[src/rtl/ram_port_arbiter_pkg.sv]
// Shared definitions for the RAM port arbiter.
//   NUM_MASTERS : number of requesters sharing the RAM
//   RD / WR     : encoding of the request type on mN_we
//   mem_req_t   : one requester's command bundle at the default widths
package ram_port_arbiter_pkg;

  localparam int NUM_MASTERS = 2;

  localparam logic RD = 1'b0;
  localparam logic WR = 1'b1;

  localparam int AWIDTH_DEF = 7;
  localparam int DWIDTH_DEF = 16;

  typedef struct packed {
    logic                  we;
    logic [AWIDTH_DEF-1:0] addr;
    logic [DWIDTH_DEF-1:0] wdata;
  } mem_req_t;

endpackage

[src/rtl/ram_port_arbiter_rr_pick2.sv]
// Combinational two-way round-robin picker.
//   req  : request vector, bit N = requester N
//   prio : favoured requester when both request
//   gnt  : one-hot grant (or all zero when nobody requests)
module rr_pick2 (
  input  logic [1:0] req,
  input  logic       prio,
  output logic [1:0] gnt
);

  always_comb begin
    gnt = req;
    if (&req) begin
      gnt = prio ? 2'b10 : 2'b01;
    end
  end

endmodule

[src/rtl/ram_port_arbiter.sv]
// Arbiter sharing one simple-dual-port block RAM between two requesters.
// A write and a read from different requesters proceed together, one on
// each RAM port; two requests of the same type are resolved round-robin.
//   clk, rst        : clock, synchronous active-high reset
//   mN_req/we/addr/wdata : requester N command, held until mN_gnt
//   mN_gnt          : combinational accept
//   mN_rvalid/rdata : read return, one cycle after the read grant
//   ram_*           : RAM write port, read port and registered read data
//   conflict_cnt    : saturating count of same-type collision cycles
module ram_port_arbiter
  import ram_port_arbiter_pkg::*;
#(
  parameter int DWIDTH = 16,
  parameter int AWIDTH = 7,
  parameter int CWIDTH = 16
) (
  input  logic              clk,
  input  logic              rst,
  input  logic              m0_req,
  input  logic              m0_we,
  input  logic [AWIDTH-1:0] m0_addr,
  input  logic [DWIDTH-1:0] m0_wdata,
  output logic              m0_gnt,
  output logic              m0_rvalid,
  output logic [DWIDTH-1:0] m0_rdata,
  input  logic              m1_req,
  input  logic              m1_we,
  input  logic [AWIDTH-1:0] m1_addr,
  input  logic [DWIDTH-1:0] m1_wdata,
  output logic              m1_gnt,
  output logic              m1_rvalid,
  output logic [DWIDTH-1:0] m1_rdata,
  output logic [DWIDTH-1:0] ram_di,
  output logic              ram_wren,
  output logic [AWIDTH-1:0] ram_wraddr,
  output logic              ram_rden,
  output logic [AWIDTH-1:0] ram_rdaddr,
  input  logic [DWIDTH-1:0] ram_do,
  output logic [CWIDTH-1:0] conflict_cnt
);

  typedef struct packed {
    logic              we;
    logic [AWIDTH-1:0] addr;
    logic [DWIDTH-1:0] wdata;
  } req_t;

  function automatic logic [CWIDTH-1:0] sat_inc(input logic [CWIDTH-1:0] v);
    return (&v) ? v : v + CWIDTH'(1);
  endfunction

  req_t                   mreq [NUM_MASTERS];
  logic [NUM_MASTERS-1:0] req;
  logic [NUM_MASTERS-1:0] rd_req;
  logic [NUM_MASTERS-1:0] wr_req;
  logic [NUM_MASTERS-1:0] gnt_rd;
  logic [NUM_MASTERS-1:0] gnt_wr;
  logic                   conflict;
  logic                   prio;
  logic                   rd_pend;
  logic                   rd_owner;

  assign mreq[0] = '{we: m0_we, addr: m0_addr, wdata: m0_wdata};
  assign mreq[1] = '{we: m1_we, addr: m1_addr, wdata: m1_wdata};
  assign req     = {m1_req, m0_req};

  always_comb begin
    rd_req = '0;
    wr_req = '0;
    for (int i = 0; i < NUM_MASTERS; i++) begin
      rd_req[i] = req[i] && (mreq[i].we == RD);
      wr_req[i] = req[i] && (mreq[i].we == WR);
    end
  end

  // Reads and writes never compete with each other, so each port has its
  // own picker; both share the one prio bit.
  rr_pick2 u_pick_rd (.req(rd_req), .prio(prio), .gnt(gnt_rd));
  rr_pick2 u_pick_wr (.req(wr_req), .prio(prio), .gnt(gnt_wr));

  assign conflict = !rst && ((&rd_req) || (&wr_req));
  assign m0_gnt   = !rst && (gnt_rd[0] || gnt_wr[0]);
  assign m1_gnt   = !rst && (gnt_rd[1] || gnt_wr[1]);

  always_comb begin
    ram_wren   = 1'b0;
    ram_wraddr = '0;
    ram_di     = '0;
    ram_rden   = 1'b0;
    ram_rdaddr = '0;
    if (!rst) begin
      if (|gnt_wr) begin
        ram_wren   = 1'b1;
        ram_wraddr = mreq[gnt_wr[1]].addr;
        ram_di     = mreq[gnt_wr[1]].wdata;
      end
      if (|gnt_rd) begin
        ram_rden   = 1'b1;
        ram_rdaddr = mreq[gnt_rd[1]].addr;
      end
    end
  end

  // Grant stage -> read-return stage
  always_ff @(posedge clk) begin
    if (rst) begin
      prio         <= 1'b0;
      rd_pend      <= 1'b0;
      rd_owner     <= 1'b0;
      conflict_cnt <= '0;
    end else begin
      // The picker granted index prio, so the loser is ~prio.
      if (conflict) begin
        prio         <= ~prio;
        conflict_cnt <= sat_inc(conflict_cnt);
      end
      rd_pend <= |gnt_rd;
      if (|gnt_rd) begin
        rd_owner <= gnt_rd[1];
      end
    end
  end

  // A reset in the return cycle drops the pending response.
  assign m0_rvalid = !rst && rd_pend && (rd_owner == 1'b0);
  assign m1_rvalid = !rst && rd_pend && (rd_owner == 1'b1);
  assign m0_rdata  = ram_do;
  assign m1_rdata  = ram_do;

endmodule

[config.mk]
export PLATFORM = sky130hd
export DESIGN_NAME = ram_port_arbiter
export DESIGN_NICKNAME = d
export VERILOG_FILES = /design/src/rtl/ram_port_arbiter_pkg.sv /design/src/rtl/ram_port_arbiter_rr_pick2.sv /design/src/rtl/ram_port_arbiter.sv
export SDC_FILE = /design/constraint.sdc
export NUM_CORES = 1
export LEC_CHECK = 0
export BUFFER_PORTS_ARGS = -buffer_cell sky130_fd_sc_hd__clkbuf_2
export CAP_MARGIN = 30
export CORE_UTILIZATION = 41
export CTS_CLUSTER_DIAMETER = 150
export DETAILED_ROUTE_END_ITERATION = 8
export GPL_ROUTABILITY_DRIVEN = 0
export GPL_TIMING_DRIVEN = 0
export PLACE_DENSITY = 0.89
export SYNTH_ARGS = -nofsm -noshare
export SYNTH_HDL_FRONTEND = slang
export SYNTH_SLANG_ARGS = --single-unit
export TNS_END_PERCENT = 50
[constraint.sdc]
create_clock -name clk -period 3.4 [get_ports clk]
set_clock_uncertainty 0.05 [all_clocks]
set_input_delay 0.51 -clock clk [delete_from_list [all_inputs] [get_ports clk]]
set_output_delay 0.51 -clock clk [all_outputs]
set_load 0.1 [all_outputs]
After elaboration in Yosys (flattened, before gate mapping)
Index checks and enable logic that the tools add are counted.

Add/subtract/negate cells: 1. Order comparisons: 2. Mux-type cells: 19. Bitwise logic cells: 7. Reductions and logical operators: 20.

Operators with widths (number): 23-bit two-way mux (6); 16-bit two-way mux (2); 7-bit two-way mux (4); 16-bit by 1-bit adder with 16-bit output (second input constant) (1); 16-bit AND reduction (1); 1-bit logical AND (10); 2-bit two-way mux (3); 2-bit AND reduction (3); 1-bit NOT (5); 2-bit greater-or-equal comparator (second input constant) (2); 1-bit two-way mux (4); 1-bit NOT with 2-bit output (2); 2-bit OR reduction (2); 1-bit logical OR (3); 1-bit zero test (1).

Register bits: 19.

Logic depth before layout (Yosys ltp)
Word-level depth: 10. Depth in mapped cells: 6. Mapped depth without buffers: 5.

Cells and area by module
From an unflattened synthesis, not the netlist that was laid out.

Cells, all modules: 229. Area, all modules: 1791.7 sq um.

By module, submodules not included: ram_port_arbiter (instances 1, cells an instance 223, area each 1754.2 sq um, seq. area each 380.4 sq um); rr_pick2 (instances 2, cells an instance 3, area each 18.8 sq um, seq. area each 0.0 sq um).

Worst setup path after synthesis
Ideal clock, no wire load.

Path type: input-to-output. From: in m1_req. To: out ram_di[10]. Arrival time: 2.733 ns. Required time: 2.840 ns. Setup slack: 0.107 ns. Stages on the path: 5. Path buffers: 1. Cell sequence: nand2_1 a31oi_1 clkbuf_1 nand2_1 a21oi_1.

Longest elaborated chain between the ends: 9.

Ends and longest elaborated chain: start, declared (RTL line ram_port_arbiter.sv:26) `input logic m1_req,`; 1-bit logical AND * (RTL line ram_port_arbiter.sv:72) `wr_req[i] = req[i] && (mreq[i].we == WR);`; 2-bit AND reduction (RTL line ram_port_arbiter_rr_pick2.sv:13) `if (&req) begin`; 2-bit two-way mux * (RTL line ram_port_arbiter_rr_pick2.sv:13); 1-bit NOT with 2-bit output (implied by the code) (RTL line ram_port_arbiter.sv:95) `ram_di = mreq[gnt_wr[1]].wdata;`; 23-bit two-way mux (implied by the code) (3 in series) (RTL line ram_port_arbiter.sv:95); 16-bit two-way mux * (RTL line ram_port_arbiter.sv:92) `if (|gnt_wr) begin`; 16-bit two-way mux * (RTL line ram_port_arbiter.sv:91) `if (!rst) begin`; end, declared (RTL line ram_port_arbiter.sv:33) `output logic [DWIDTH-1:0] ram_di,`.

Every way passes the cells marked *; elsewhere a longest branch is shown, timed or not. The select of a mux whose other input is x is not followed.

Worst setup path in the final report
From: in m1_we. To: out ram_di[11].

Longest elaborated chain between the ends: 9.

Ends and longest elaborated chain: start, declared (RTL line ram_port_arbiter.sv:27) `input logic m1_we,`; 1-bit logical AND * (RTL line ram_port_arbiter.sv:72); 2-bit AND reduction (RTL line ram_port_arbiter_rr_pick2.sv:13); 2-bit two-way mux * (RTL line ram_port_arbiter_rr_pick2.sv:13); 1-bit NOT with 2-bit output (implied by the code) (RTL line ram_port_arbiter.sv:95); 23-bit two-way mux (implied by the code) (3 in series) (RTL line ram_port_arbiter.sv:95); 16-bit two-way mux * (RTL line ram_port_arbiter.sv:92); 16-bit two-way mux * (RTL line ram_port_arbiter.sv:91).

Marks and branches as above.

==> metrics.md <==
| Metric | Value |
|---|---|
| Synthesized area | `1700 sq um` |
| P per Cell Area | `350 nW/um^2` |
| Synthesis Warnings | `0` |
| Mapped Cells | `243` |
| Drt drc | `0` |
| Most common cell in the netlist | `nand2_1` |
| Clk_lat worst skew | `0.26 ns` |
| CTS tree | `done` |
| Rows | `23` |
| Netlist cell types | `41` |
| Final Hold Vio Count | `0` |
| Clock Path Buffers | `2` |
| Hold_sp | `conflict_cnt[15]` |
| CP bufs+invs | `3` |
| Post-synth top cells | `nand2_1, buf_4, a21oi_1, dfxtp_1, nor2_1` |
| Die H | `66.4 microns` |
| Syn Nets | `312` |
| Crit-path max FO | `10` |
| Mean post-synth cell area | `6.99 sq um` |
| Synthesized flop and latch total | `19` |
| Vias in the first global route | `1985` |
| Reg2reg start | `conflict_cnt[13]` |
| Leading area contributor after synthesis | `dfxtp_1` |
| Type of origin of the critical path | `input pin` |
| Area grow syn2layout | `46.1%` |
| Critical path cell sequence | `clkbuf_2, nand2_1, a31oi_1, clkbuf_1, nand2_1, a21oi_1, clkbuf_2` |
| Max-Cap Viols | `0` |
| Final instance area | `2480 sq um` |
| Tot GR Track Use | `23.5%` |
| Final global-route overflow total | `0` |
| Top cells by area, synth | `dfxtp_1, buf_4, nand2_1, a21oi_1, mux2i_1` |
| Initial antenna violation count | `0` |
| Clock Tree Root | `clkbuf_8` |
| Largest family of logic cells by synthesized area | `simple AND/OR/NAND/NOR gates` |
| Die Area | `4410 sq um` |
| Compound-cell area share of the yosys netlist | `20.8%` |
| Clock transition at path regs | `0.07 ns` |
| Critical path type | `input pin to output pin` |
| First-pass GRT wire length | `8110 microns` |
| Die Width | `66.4 microns` |
| CP top delay family | `buffers and inverters` |
| Leak Pwr | `1.34 nW` |
| DR iter-0 viols | `89` |
| DRT Pass-1 Iters | `6` |
| Final Critical Period | `2.86 ns` |
| Slowest CP cell | `clkbuf_2` |
| Largest net degree at the start of global routing | `11` |
| Top FF cell, synth | `dfxtp_1` |
| CP Capture Type | `output pin` |
| Mux contribution to synthesized area | `5.38%` |
| Starting Density | `42.5%` |
| Cts hold-fix bufs | `0` |
| Post-synth EDFFs | `0` |
| Peak VDD IR | `0.219 mV` |
| Post-CTS Repair Setup Buffers | `0` |
| Worst Tran Pin Value | `0.575 ns` |
| WL/cell | `12.3 microns` |
| HPWL Detailed | `4370 microns` |
| ANT cells | `0` |
| Resized Gates After CTS | `0` |
| Seq/Total Area, Yosys | `22.4%` |
| Simple-gate share of the synthesized area | `30.8%` |
| Post-synth ARST share | `0%` |
| Slew Viols, Final | `0` |
| Slew HR | `61.3%` |
| TNS Setup | `0 ns` |
| Final period utilization | `84.0%` |
| Final ANT Viol Nets | `0` |
| CP max stage delay | `0.49 ns` |
| Critical path required time | `2.84 ns` |
| Reg2reg setup slack | `1.52 ns` |
| Placed instance area | `2440 sq um` |
| CTS H-tree lvls | `1` |
| Post-Synth XOR/XNOR Area | `1.47%` |
| Post-synth top area share | `22.4%` |
| DRT Wirelength | `5310 microns` |
| IO Pins | `152` |
| IO Port Bufs | `135` |
| Clock Sinks | `19` |
| Status | `completed` |
| Filler instances | `378` |
| HP Class | `flip-flop to flip-flop` |
| Layout cell share with drive strength beyond 1 | `47.1%` |
| Worst endpoint data arrival time | `2.30 ns` |
| CP Launch Point | `m1_we` |
| Core area | `4000 sq um` |
| Unrepaired setup endpoints after global routing | `false` |
| Adder-Cell Fraction of Synth Area | `0.736%` |
| Nets | `452` |
| CTS Buf Count | `3` |
| Vias | `2193` |
| Endpoints failing setup | `0` |
| Via density | `5.08` |
| Fmax | `350 MHz` |
-- registers in the layout, summed over array words and instances, names as in the netlist --
name and cells:
rd_owner 1, conflict_cnt 16, rd_pend 1, prio 1
-- worst paths after layout --
check | endpoint | depth (start not counted)
setup reg to reg | conflict_cnt[15] | 5
hold / removal | conflict_cnt[15] | 1
hold reg to reg | conflict_cnt[15] | 1
setup / recovery | ram_di[11] | 7
-- worst reg2reg max path, stage by stage, from the launching register on --
cell	delay (ns)
dfxtp_1	0.42
nand4_1	0.28
nor4b_4	0.50
buf_4	0.25
nor4_1	0.06
a211oi_1	0.24
-- metrics by stage --
step	util, %	setup slack, ns	cells	power (mW)	hold WS [ns]
floorplan	-	0.107	243	0.633	0.423
global placement	60.9	0.597	428	0.714	0.428
detailed placement	60.9	0.584	428	0.718	0.467
CTS	62.1	0.563	432	0.874	0.477
global route	62.1	0.370	432	0.902	0.490
finish	62.1	0.544	432	0.869	0.469
-- final cells by class --
| type | count | area (sq um) | area share, % |
|---|---|---|---|
| multi-input cells | 174 | 1010 | 40.5 |
| plain buffers | 43 | 287 | 11.5 |
| repair buffers | 135 | 676 | 27.2 |
| flip-flops and latches | 19 | 380 | 15.3 |
| clock buffers | 4 | 45.0 | 1.81 |
| well taps | 50 | 62.6 | 2.52 |
| inverters | 7 | 26.3 | 1.06 |
-- kinds of logic (layout without fill, tap and decap cells) --
logic type      after synthesis  in the layout
simple gates                106            106
buf+inv                      50            189
fa+ha+maj                     1              1
xor+xnor                      2              2
mux                           9              9
flops                        19             19
compound gates               56             56
-- routing by layer --
metal  track usage (%)  share of wire, %  vias to the layer above
met2              45.4                53                      102
li1                  -                 -                     1094
met4              12.2               3.1                        0
met5                 0                 0                        -
met1              23.9                37                      983
met3              3.28               6.8                       14
-- where the power goes --
part           leakage [nW]  total (mW)  switching [mW]  internal [mW]
clock                0.0228       0.156          0.0727         0.0833
combinational          1.17       0.484           0.388         0.0954
sequential            0.154       0.229         0.00313          0.226
total                  1.34       0.869           0.464          0.405
-- placed cells by master (no fill, tap or decap), drive strengths merged, types with 4 or more instances in the layout --
| cell type | n |
|---|---|
| o311ai | 4 |
| mux2i | 8 |
| o41ai | 4 |
| a21oi | 31 |
| and3 | 4 |
| buf | 34 |
| nand4 | 5 |
| inv | 7 |
| o31ai | 6 |
| or4 | 5 |
| dfxtp | 19 |
| clkbuf | 148 |
| nand2 | 62 |
| nor2 | 14 |
(Power assumes the default switching activity.)
